<file path="src/rtl/iob_rr_arbiter_if.sv">
// IOb-bus bundle between N masters, the round-robin arbiter and one slave.
// The slave modport is the arbiter's view; the master modport is the environment's view.
interface iob_rr_arbiter_if #(
    parameter int N_MASTERS = 2,
    parameter int ADDR_W    = 32,
    parameter int DATA_W    = 32
);
    logic [N_MASTERS-1:0]          m_avalid_i;
    logic [N_MASTERS*ADDR_W-1:0]   m_addr_i;
    logic [N_MASTERS*DATA_W-1:0]   m_wdata_i;
    logic [N_MASTERS*DATA_W/8-1:0] m_wstrb_i;
    logic [N_MASTERS-1:0]          m_ready_o;
    logic [N_MASTERS-1:0]          m_rvalid_o;
    logic [DATA_W-1:0]             m_rdata_o;

    logic                          s_avalid_o;
    logic [ADDR_W-1:0]             s_addr_o;
    logic [DATA_W-1:0]             s_wdata_o;
    logic [DATA_W/8-1:0]           s_wstrb_o;
    logic                          s_ready_i;
    logic                          s_rvalid_i;
    logic [DATA_W-1:0]             s_rdata_i;

    modport slave (
        input  m_avalid_i, m_addr_i, m_wdata_i, m_wstrb_i,
        input  s_ready_i, s_rvalid_i, s_rdata_i,
        output m_ready_o, m_rvalid_o, m_rdata_o,
        output s_avalid_o, s_addr_o, s_wdata_o, s_wstrb_o
    );

    modport master (
        output m_avalid_i, m_addr_i, m_wdata_i, m_wstrb_i,
        output s_ready_i, s_rvalid_i, s_rdata_i,
        input  m_ready_o, m_rvalid_o, m_rdata_o,
        input  s_avalid_o, s_addr_o, s_wdata_o, s_wstrb_o
    );
endinterface

</file>
<file path="src/rtl/iob_rr_arbiter.sv">
// Round-robin arbiter sharing one IOb slave between N_MASTERS masters; a small
// ID FIFO remembers the owner of every accepted read so responses route back in order.
module iob_rr_arbiter #(
    parameter int N_MASTERS  = 2,
    parameter int ADDR_W     = 32,
    parameter int DATA_W     = 32,
    parameter int MAX_RD_OUT = 4
) (
    input  logic                         clk_i,
    input  logic                         rst_n_i,
    iob_rr_arbiter_if.slave              bus,
    output logic [$clog2(N_MASTERS)-1:0] grant_o,
    output logic                         err_o
);
    localparam int GW = $clog2(N_MASTERS);
    localparam int PW = $clog2(MAX_RD_OUT);
    localparam int SW = DATA_W / 8;

    typedef enum logic {IDLE, GRANT} state_t;

    state_t        state_q, state_d;
    logic [GW-1:0] grant_q, grant_d;
    logic [GW-1:0] last_grant_q, last_grant_d;
    logic [GW-1:0] fifo_q [MAX_RD_OUT];
    logic [GW-1:0] fifo_d [MAX_RD_OUT];
    logic [PW-1:0] wr_ptr_q, wr_ptr_d;
    logic [PW-1:0] rd_ptr_q, rd_ptr_d;
    logic [PW:0]   count_q, count_d;
    logic          err_q, err_d;

    logic          req_any;
    logic [GW-1:0] pick;
    logic [GW-1:0] idx;
    logic          is_read;
    logic          fifo_full;
    logic          fifo_empty;
    logic          s_avalid;
    logic          accept;
    logic          push;
    logic          pop;
    logic [GW-1:0] head;

    // Datapath follows the granted master; in IDLE it simply keeps the last slice.
    always_comb begin
        bus.s_addr_o  = bus.m_addr_i[int'(grant_q)*ADDR_W +: ADDR_W];
        bus.s_wdata_o = bus.m_wdata_i[int'(grant_q)*DATA_W +: DATA_W];
        bus.s_wstrb_o = bus.m_wstrb_i[int'(grant_q)*SW +: SW];
        bus.m_rdata_o = bus.s_rdata_i;
    end

    // Round-robin search starts one past the last master that completed a request.
    always_comb begin
        req_any = 1'b0;
        pick    = last_grant_q;
        idx     = '0;
        for (int k = 1; k <= N_MASTERS; k++) begin
            idx = GW'((int'(last_grant_q) + k) % N_MASTERS);
            if (!req_any && bus.m_avalid_i[idx]) begin
                req_any = 1'b1;
                pick    = idx;
            end
        end
    end

    assign is_read    = (bus.s_wstrb_o == '0);
    assign fifo_full  = (count_q == (PW+1)'(MAX_RD_OUT));
    assign fifo_empty = (count_q == '0);
    assign s_avalid   = (state_q == GRANT) && bus.m_avalid_i[grant_q] && !(is_read && fifo_full);
    assign accept     = s_avalid && bus.s_ready_i;
    assign pop        = bus.s_rvalid_i && !fifo_empty;
    assign head       = fifo_q[rd_ptr_q];

    assign bus.s_avalid_o = s_avalid;
    assign grant_o        = grant_q;
    assign err_o          = err_q;

    always_comb begin
        bus.m_ready_o  = '0;
        bus.m_rvalid_o = '0;
        for (int i = 0; i < N_MASTERS; i++) begin
            bus.m_ready_o[i]  = accept && (grant_q == GW'(i));
            bus.m_rvalid_o[i] = pop && (head == GW'(i));
        end
    end

    // Arbitration FSM: a dropped request while granted returns to IDLE without
    // crediting the master, so its turn is not consumed.
    always_comb begin
        state_d      = state_q;
        grant_d      = grant_q;
        last_grant_d = last_grant_q;
        push         = 1'b0;
        case (state_q)
            IDLE: begin
                if (req_any) begin
                    grant_d = pick;
                    state_d = GRANT;
                end
            end
            GRANT: begin
                if (accept) begin
                    push         = is_read;
                    last_grant_d = grant_q;
                    state_d      = IDLE;
                end else if (!bus.m_avalid_i[grant_q]) begin
                    state_d = IDLE;
                end
            end
            default: state_d = IDLE;
        endcase
    end

    always_comb begin
        fifo_d = fifo_q;
        if (push) begin
            fifo_d[wr_ptr_q] = grant_q;
        end
        wr_ptr_d = wr_ptr_q + PW'(push);
        rd_ptr_d = rd_ptr_q + PW'(pop);
        count_d  = count_q + (PW+1)'(push) - (PW+1)'(pop);
        err_d    = err_q | (bus.s_rvalid_i && fifo_empty);
    end

    always_ff @(posedge clk_i) begin
        if (!rst_n_i) begin
            state_q      <= IDLE;
            grant_q      <= '0;
            last_grant_q <= GW'(N_MASTERS - 1);
            wr_ptr_q     <= '0;
            rd_ptr_q     <= '0;
            count_q      <= '0;
            err_q        <= 1'b0;
            for (int i = 0; i < MAX_RD_OUT; i++) begin
                fifo_q[i] <= '0;
            end
        end else begin
            state_q      <= state_d;
            grant_q      <= grant_d;
            last_grant_q <= last_grant_d;
            wr_ptr_q     <= wr_ptr_d;
            rd_ptr_q     <= rd_ptr_d;
            count_q      <= count_d;
            err_q        <= err_d;
            fifo_q       <= fifo_d;
        end
    end
endmodule
</file>
<file path="src/flat_wrapper.sv">
// flat-port wrapper written by rule: the top's interface ports become plain ports
module iob_rr_arbiter_flat 
#(
    parameter int N_MASTERS  = 2,
    parameter int ADDR_W     = 32,
    parameter int DATA_W     = 32,
    parameter int MAX_RD_OUT = 4
)
  (clk_i, rst_n_i, grant_o, err_o, bus_m_avalid_i, bus_m_addr_i, bus_m_wdata_i, bus_m_wstrb_i, bus_s_ready_i, bus_s_rvalid_i, bus_s_rdata_i, bus_m_ready_o, bus_m_rvalid_o, bus_m_rdata_o, bus_s_avalid_o, bus_s_addr_o, bus_s_wdata_o, bus_s_wstrb_o);
  iob_rr_arbiter_if #(.N_MASTERS(N_MASTERS), .ADDR_W(ADDR_W), .DATA_W(DATA_W)) bus_i ();
  input  logic clk_i;
  input  logic rst_n_i;
  output logic [$clog2(N_MASTERS)-1:0] grant_o;
  output logic err_o;
  input wire logic [$bits(bus_i.m_avalid_i)-1:0] bus_m_avalid_i;
  input wire logic [$bits(bus_i.m_addr_i)-1:0] bus_m_addr_i;
  input wire logic [$bits(bus_i.m_wdata_i)-1:0] bus_m_wdata_i;
  input wire logic [$bits(bus_i.m_wstrb_i)-1:0] bus_m_wstrb_i;
  input wire logic [$bits(bus_i.s_ready_i)-1:0] bus_s_ready_i;
  input wire logic [$bits(bus_i.s_rvalid_i)-1:0] bus_s_rvalid_i;
  input wire logic [$bits(bus_i.s_rdata_i)-1:0] bus_s_rdata_i;
  output wire logic [$bits(bus_i.m_ready_o)-1:0] bus_m_ready_o;
  output wire logic [$bits(bus_i.m_rvalid_o)-1:0] bus_m_rvalid_o;
  output wire logic [$bits(bus_i.m_rdata_o)-1:0] bus_m_rdata_o;
  output wire logic [$bits(bus_i.s_avalid_o)-1:0] bus_s_avalid_o;
  output wire logic [$bits(bus_i.s_addr_o)-1:0] bus_s_addr_o;
  output wire logic [$bits(bus_i.s_wdata_o)-1:0] bus_s_wdata_o;
  output wire logic [$bits(bus_i.s_wstrb_o)-1:0] bus_s_wstrb_o;
  assign bus_i.m_avalid_i = bus_m_avalid_i;
  assign bus_i.m_addr_i = bus_m_addr_i;
  assign bus_i.m_wdata_i = bus_m_wdata_i;
  assign bus_i.m_wstrb_i = bus_m_wstrb_i;
  assign bus_i.s_ready_i = bus_s_ready_i;
  assign bus_i.s_rvalid_i = bus_s_rvalid_i;
  assign bus_i.s_rdata_i = bus_s_rdata_i;
  assign bus_m_ready_o = bus_i.m_ready_o;
  assign bus_m_rvalid_o = bus_i.m_rvalid_o;
  assign bus_m_rdata_o = bus_i.m_rdata_o;
  assign bus_s_avalid_o = bus_i.s_avalid_o;
  assign bus_s_addr_o = bus_i.s_addr_o;
  assign bus_s_wdata_o = bus_i.s_wdata_o;
  assign bus_s_wstrb_o = bus_i.s_wstrb_o;
  iob_rr_arbiter #(.N_MASTERS(N_MASTERS), .ADDR_W(ADDR_W), .DATA_W(DATA_W), .MAX_RD_OUT(MAX_RD_OUT)) u_core (.clk_i(clk_i), .rst_n_i(rst_n_i), .bus(bus_i), .grant_o(grant_o), .err_o(err_o));
endmodule
</file>
<file path="config.mk">
export PLATFORM = sky130hd
export DESIGN_NAME = iob_rr_arbiter_flat
export DESIGN_NICKNAME = d
export VERILOG_FILES = /design/src/rtl/iob_rr_arbiter_if.sv /design/src/rtl/iob_rr_arbiter.sv /design/src/flat_wrapper.sv
export SDC_FILE = /design/constraint.sdc
export NUM_CORES = 1
export LEC_CHECK = 0
export BUFFER_PORTS_ARGS = -buffer_cell sky130_fd_sc_hd__buf_2
export CAP_MARGIN = 20
export CORE_AREA = 3 3 109 111
export DETAILED_ROUTE_END_ITERATION = 8
export DIE_AREA = 0 0 112 114
export PLACE_DENSITY = 0.58
export SLEW_MARGIN = 20
export SYNTH_ARGS = -nofsm -noshare
export SYNTH_HDL_FRONTEND = slang
export SYNTH_SLANG_ARGS = --single-unit
export TNS_END_PERCENT = 100
</file>
<file path="constraint.sdc">
create_clock -name clk_i -period 4.7 [get_ports clk_i]
set_input_delay 0.94 -clock clk_i [delete_from_list [all_inputs] [get_ports clk_i]]
set_output_delay 0.94 -clock clk_i [all_outputs]
set_load 0.01 [all_outputs]
</file>
==> results.md, run 1 <==
- The flow ran to the end, and the final reports show no timing, DRC or antenna violations.
- The largest net degree at the start of global routing is around 40.
- In the routed layout, each cell is associated on average with a via count of ~4.
- The number of buffers created by CTS is 3.
- The die width is 112 um.
- The number of nets in the synthesized netlist is approximately 380.
- The wire length reported by the detailed router is around 8400 um.
- The total iterations of the first detailed-routing run is 4.
- The top fanout value on the critical path is 5.
- The clock latency of the later-clocked register in the worst-skew pair is 0.25 ns.
- The relative area change from synthesis to final layout is 52.8%.
- Synthesis inferred 15 register bits.
- The number of enable flip-flop cells after synthesis is 0.
- The via count of the first global-routing pass is 2219.
- The share of synthesized area occupied by flip-flops and latches is 0.156.
- Before CTS, the worst setup slack after placement is between 1.5 and 2 ns.
- Once the clock tree was built, the resizer swapped 0 gates to a different size.
- The detailed-placement wirelength estimate is approximately 7500 um.
- For this run, the top clock speed supported by timing is 0.337 GHz.
- The detail route stage leaves a number of antenna-violating nets equal to 0.
- The die is between 100 and 150 um tall.
- For this run, the number of Yosys warnings is 0.
- The final RePlAce weighted congestion is 0.839.
- The floorplan core area is 0.0109 sq mm.
- The transition time of the tightest slew-check pin is ~0.49 ns.
- The library cell used most frequently in the layout, excluding fill and tap cells, is sky130_fd_sc_hd__buf_2.
- At the end of the flow, the number of nets in the layout was between 500 and 600.
- IR analysis of the VDD net gives a maximum drop of around 0.26 mV.
- The final-report max-slew violation count is 0.
- The floorplan has 38 rows.
- Summed over all cells, the static leakage comes to 1.50 nW.
- The library cells used most frequently in the layout, excluding fill and tap cells, are sky130_fd_sc_hd__buf_2, sky130_fd_sc_hd__mux2_2, sky130_fd_sc_hd__dfxtp_1.
- Of the cells placed in the final design, the portion with a size suffix greater than 1 is 0.800.
- The clock sink count is 15.
- The count of input and output buffers is roughly 220.
- The first-pass GRT wire length is about 12000 um.
- The TritonCTS clock tree is built.
- The distinct cell type count after synthesis is 33.
- Clock-pin slew was measured on the worst setup and hold paths at about 0.060 ns.
- Setup repair after global routing left no endpoint under its margin.
- The number of hold buffers added after cts is 0.
- The clock period could shrink to just under 3 ns.
- After synthesis, the mean cell area works out to 9.79 sq um.
- For the final database, setup skew stands at about 0.0016 ns.
- The cell area that synthesis handed to floorplanning was roughly 0.0019 sq mm.
- The total overflow left after global routing is 0.
- The initial DRC count is 43.
- The area enclosed by the die boundary is about 0.013 sq mm.
- The total number of H-tree levels is 1.
- For this configuration, the core starts out at a cell density of 0.177.
- The root cell of the clock tree is sky130_fd_sc_hd__clkbuf_8.
- The setup TNS is 0 ns.
- In this run the tightest slew margin relative to its limit is 0.672.
- In the routed design, unresolved DRC markers number 0.
- The number of buffers between clock root and the deepest sink is 2.
- In this run the count of I/O pins placed on the die edge is between 200 and 300.
- Of the available clock period, the critical path in the final layout requires 0.631.
- The power density normalized to cell area is roughly 210 mW/mm^2.
- After detailed routing, the average wire length per cell comes to between 15 and 20 um.
- The critical path arrival is 2.03 ns.
- Of all flip-flops after synthesis, the portion carrying an async set or reset was 0.
- Setup violations remaining at the end of the flow were counted as 0.
- The worst setup path is launched from an input port.
- The total track usage is 0.120.
- The worst min-delay path category is reg2reg.
- The cell count after synthesis came out at about 200.
- The total count of hold-check failures in the final report is 0.
- The number of post-CTS setup repair buffers is 0.
- The initial antenna violation count is 2.
- In the synthesized netlist the dominant register cell turns out to be sky130_fd_sc_hd__dfxtp_1.
- The type of the setup path with the least slack is in2out.
- The worst setup path is captured at an output port.
- The fill cell instance count of the final layout is about 1200.
- Across all layers, the routed design uses ~2100 vias.
- Data on the critical path is required at its endpoint by 3.76 ns.
- The tool flagged a number of max-cap violations equal to 0.
- The final worst setup slack is around 1.7 ns.
- The antenna diode count is 0.
final timing paths:
check / startpoint / slack (ns) / cells past startpoint / to
max reg2reg: u_core.grant_o / 2.11 / 10 / u_core.count_q[2]
max: bus_m_wstrb_i[0] / 1.73 / 6 / bus_m_ready_o[0]
min: u_core.fifo_q[1] / 0.46 / 2 / u_core.fifo_q[1]
min reg2reg: u_core.fifo_q[1] / 0.46 / 2 / u_core.fifo_q[1]
power by group:
group          internal (mW)  total (mW)  switching (mW)
clock                 0.0588       0.105          0.0466
combinational          0.186       0.340           0.155
sequential             0.148       0.176          0.0278
total                  0.393       0.622           0.229
cells by family after synthesis:
kind of cell | Yosys count | share of synthesized area
buffers and inverters | 51 | 0.169
multiplexers | 76 | 0.455
adder cells (fa/ha/maj) | 5 | 0.0363
XOR/XNOR | 4 | 0.0182
AND/OR/NAND/NOR | 36 | 0.129
AO/OA/AOI/OAI | 10 | 0.0363
flip-flops | 15 | 0.156
critical path, cell delays in order:
cell,delay (ns)
sky130_fd_sc_hd__buf_2,0.12
sky130_fd_sc_hd__nor4_4,0.34
sky130_fd_sc_hd__mux2i_4,0.15
sky130_fd_sc_hd__o21ai_2,0.26
sky130_fd_sc_hd__nor2_1,0.06
sky130_fd_sc_hd__buf_2,0.15
sequential cells by signal, indices dropped and copies added, names as in the netlist:
signal	flops
u_core.state_q	1
u_core.wr_ptr_q	2
u_core.last_grant_q	1
u_core.rd_ptr_q	2
u_core.fifo_q	4
u_core.count_q	3
u_core.err_o	1
u_core.grant_o	1
per-layer routing:
metal | wire length, um | global-route usage | up-vias
li1 | - | - | 1011
met1 | 3220 | 0.144 | 944
met2 | 4090 | 0.202 | 122
met3 | 1010 | 0.0499 | 6
met4 | 57 | 0.0256 | 2
met5 | 7 | 0 | -
Yosys cell counts, types with 2 or more instances:
| cell | number | area (sq um) |
|---|---|---|
| sky130_fd_sc_hd__mux2_2 | 69 | 777 |
| sky130_fd_sc_hd__buf_4 | 33 | 248 |
| sky130_fd_sc_hd__dfxtp_1 | 15 | 300 |
| sky130_fd_sc_hd__buf_2 | 8 | 40.0 |
| sky130_fd_sc_hd__inv_1 | 7 | 26.3 |
| sky130_fd_sc_hd__nand2_1 | 7 | 26.3 |
| sky130_fd_sc_hd__and2_1 | 6 | 37.5 |
| sky130_fd_sc_hd__nor2_1 | 6 | 22.5 |
| sky130_fd_sc_hd__ha_1 | 4 | 50.1 |
| sky130_fd_sc_hd__mux2i_1 | 4 | 40.0 |
| sky130_fd_sc_hd__nor2b_1 | 4 | 25.0 |
| sky130_fd_sc_hd__nand3_1 | 3 | 15.0 |
| sky130_fd_sc_hd__o21ai_0 | 3 | 15.0 |
| sky130_fd_sc_hd__a21oi_1 | 2 | 10.0 |
| sky130_fd_sc_hd__clkbuf_1 | 2 | 7.51 |
| sky130_fd_sc_hd__nor3_1 | 2 | 10.0 |
| sky130_fd_sc_hd__nor3b_1 | 2 | 15.0 |
| sky130_fd_sc_hd__nor4_4 | 2 | 42.5 |
| sky130_fd_sc_hd__o2111a_1 | 2 | 22.5 |
| sky130_fd_sc_hd__xnor2_1 | 2 | 17.5 |
| sky130_fd_sc_hd__xor2_1 | 2 | 17.5 |
area by class of cell:
cell class | instances | area (sq um) | area share
inverters | 8 | 31.3 | 0.0106
repair buffers | 217 | 1090 | 0.369
clock inverters | 1 | 5.00 | 0.00170
flip-flops and latches | 15 | 304 | 0.103
well taps | 140 | 175 | 0.0594
multi-input cells | 131 | 1300 | 0.442
clock buffers | 3 | 41.3 | 0.0140
metrics by stage:
step / utilization / hold slack [ns] / power [mW] / std cells / instance area (sq um)
final: 0.271 / 0.461 / 0.622 / 515 / 2950
after global routing: 0.271 / 0.479 / 0.673 / 515 / 2950
after floorplan: - / 0.432 / 0.403 / 197 / 1930
after CTS: 0.271 / 0.467 / 0.636 / 515 / 2950
after global placement: 0.266 / 0.451 / 0.518 / 511 / 2900
after detailed placement: 0.266 / 0.458 / 0.527 / 511 / 2900
No activity file was read; power rests on OpenSTA's default activity.
==> inputs of run 2 (changes only) <==
==> constraint.sdc (replaced) <==
create_clock -name clk_i -period 3.03 [get_ports clk_i]
set_input_delay 0.606 -clock clk_i [delete_from_list [all_inputs] [get_ports clk_i]]
set_output_delay 0.606 -clock clk_i [all_outputs]
set_load 0.01 [all_outputs]
==> run 2 against run 1 <==
Effect of this change: global-route usage shrank 0.43 points; combinational power increased by 57%; utilization hardly changed; hold slack lost 0.0015 ns; sequential share of layout area hardly changed; design area hardly changed; via count grew 0.38%; critical endpoint is now bus_s_addr_o[15].
==> results.md, run 2 (same netlist as run 1, synthesis figures left out) <==
- The area enclosed by the die boundary is 0.0128 sq mm (unchanged).
- The vertical die dimension was 114 um (unchanged).
- The initial DRC count is 57 (+33%).
- The min-delay analysis places its worst path in the category reg2reg.
- Of the available clock period, the critical path in the final layout requires 0.840.
- The number of nets with antenna violations after routing is 0 (unchanged).
- The number of buffers created by CTS is 3 (unchanged).
- In this run the critical register-to-register path is captured at u_core.count_q[2].
- The worst hold-check slack came to 0.460 ns (-0.00152 ns).
- The top fanout value on the critical path came to 69 (+64).
- The count of input and output buffers is 216 (unchanged).
- The beginning of the worst register-to-register path is u_core.count_q[1].
- The power density normalized to cell area was 327 mW/mm^2 (+55%).
- The via count of the first global-routing pass is 2167 (-2.3%).
- The met3 track utilization from global routing is 0.0440 (-0.00584).
- The total count of hold-check failures in the final report is 0 (unchanged).
- The origin of the worst min-delay path is u_core.fifo_q[2].
- The number of vias after detailed routing is 2093 (+0.38%).
- The I/O pin total came to 281 (unchanged).
- The post-detailed-route DRC marker count came to 0 (unchanged).
- The worst vdd rail ir drop is 0.378 mV (+46%).
- The clock latency of the later-clocked register in the worst-skew pair is 0.25 ns (about the same).
- The total track usage came to 0.116 (-0.00431).
- For hold timing, the worst endpoint is u_core.fifo_q[2].
- The final RePlAce weighted congestion is 0.842 (+0.32%).
- The number of cells on the worst hold path came to 2 (unchanged).
- The fmax is just under 0.4 GHz.
- In the layout the commonest cells are sky130_fd_sc_hd__buf_2, sky130_fd_sc_hd__mux2_2, sky130_fd_sc_hd__dfxtp_1.
- The standby leakage power is 1.50 nW (-0.18%).
- The detailed-placement wirelength estimate is 7450 um (-0.59%).
- The data required time of the critical path was 2.42 ns (-1.34 ns).
- The routed via count divided by cell count is 4.06 (+0.19%).
- The relative max-transition margin is 0.446 (-0.226).
- The total iterations of the first detailed-routing run is 4 (unchanged).
- The run finished with clean final reports.
- The number of buffers between clock root and the deepest sink is 2 (unchanged).
- The number of cell rows is 38 (unchanged).
- The setup TNS is 0 ns (unchanged).
- The clock input transition at the sequential cells of the worst setup and hold paths is 0.06 ns (about the same).
- The register with the most flip-flops in the final layout is u_core.fifo_q.
- The root cell of the clock tree is sky130_fd_sc_hd__clkbuf_8.
- Subtracting the final worst setup slack from the clock period gives ~2.5 ns.
- The average wire per cell in the routed design is 16.1 um (-1.0%).
- The critical path arrival was 1.94 ns (-0.09 ns).
- The type of the setup path with the least slack is reg2out.
- The largest net degree at the start of global routing is 70 (+71%).
- STA classifies the critical path endpoint as an output port.
- The post-placement setup slack came to 0.478 ns (-1.23 ns).
- TritonCTS built the clock tree.
- The cell count of the worst reg-to-reg path is 11 (+1).
- Setup repair after global routing left no endpoint under its margin.
- The busiest metal layer after global routing is met2.
- The clock sink count is 15 (unchanged).
- The first-pass GRT wire length is 11600 um (-4.4%).
- Leaving out fill and tap cells, the most frequent cell in the layout is sky130_fd_sc_hd__buf_2.
- The floorplan core area is 0.0109 sq mm (unchanged).
- The number of nets in the layout was 555 (unchanged).
- The startpoint kind of the worst setup timing path is a register.
- The routing usage on met2 is 0.205 (+0.00240).
- The layout cell share with drive strength beyond 1 came to 0.797 (-0.00267).
- The effective utilization at floorplan is 0.177 (unchanged).
- The global routing usage on met1 is 0.136 (-0.00796).
- The worst reg-to-reg setup slack is 0.74 ns (-1.37 ns).
- The number of post-CTS setup repair buffers came to 0 (unchanged).
- The remaining global-route overflow was 0 (unchanged).
- The wire length reported by the detailed router is 8320 um (-0.81%).
- The number of flip-flops under the largest register name is 4 (unchanged).
- The worst clock skew is 0.00552 ns (+0.00392 ns).
- The final worst setup slack is 0.485 ns (-1.25 ns).
- The relative area change from synthesis to final layout is 52.9% (about the same).
- The transition time of the tightest slew-check pin is 0.831 ns (+0.340 ns).
- The largest registers in the layout are u_core.fifo_q x4, u_core.count_q x3.
- The number of hold buffers added after cts is 0 (unchanged).
- The initial antenna violation count is 1 (-1).
- The quantity of gates resized following cts is 0 (unchanged).
- The final setup violation count was 0 (unchanged).
- The number of violations of the max-capacitance limit is 0 (unchanged).
- The die width is 112 um (unchanged).
- The final-report max-slew violation count is 0 (unchanged).
- The total number of H-tree levels came to 1 (unchanged).
run 2: final cells by class:
type                       instances  area [sq um]
multi-input combinational        131          1300
inverter                           8          31.3
tap                              140           175
antenna                            1          2.50
timing repair buffer             217          1090
fill                            1202          7940
clock buffer                       4          45.0
sequential                        15           304
run 2: worst max-delay path by stage:
stage | cells after the start | endpoint | from | slack, ns
after floorplan | 11 | u_core.count_q[2] | bus_m_avalid_i[0] | 0.74
after global placement | 11 | u_core.count_q[2] | bus_m_avalid_i[1] | 0.51
after detailed placement | 11 | u_core.count_q[2] | bus_m_avalid_i[1] | 0.48
after CTS | 3 | bus_s_wdata_o[14] | u_core.grant_o | 0.45
after global routing | 3 | bus_s_wdata_o[14] | u_core.grant_o | 0.40
final | 3 | bus_s_addr_o[15] | u_core.grant_o | 0.49
run 2: metrics by stage:
| step | instance area, sq um | power, mW | utilization | std cells |
|---|---|---|---|---|
| floorplan | 1930 | 0.626 | - | 197 |
| global placement | 2900 | 0.804 | 0.266 | 511 |
| detailed placement | 2900 | 0.816 | 0.266 | 511 |
| CTS | 2950 | 0.984 | 0.271 | 515 |
| global route | 2950 | 1.04 | 0.271 | 515 |
| finish | 2950 | 0.964 | 0.271 | 516 |
run 2: worst max-delay path: stages, from the launching register on:
cell and delay [ns]:
sky130_fd_sc_hd__dfxtp_4 0.39, sky130_fd_sc_hd__buf_4 0.63, sky130_fd_sc_hd__mux2_2 0.44, sky130_fd_sc_hd__buf_2 0.15
run 2: metal layers:
metal	vias to the layer above	wire length [um]
met5	-	7
met4	2	40
met3	6	914
met2	116	4050
met1	950	3310
li1	1019	-
run 2: power by group:
part           internal (mW)  total (mW)  switching (mW)
logic                  0.288       0.535           0.246
registers              0.230       0.265          0.0351
clock network         0.0931       0.163          0.0703
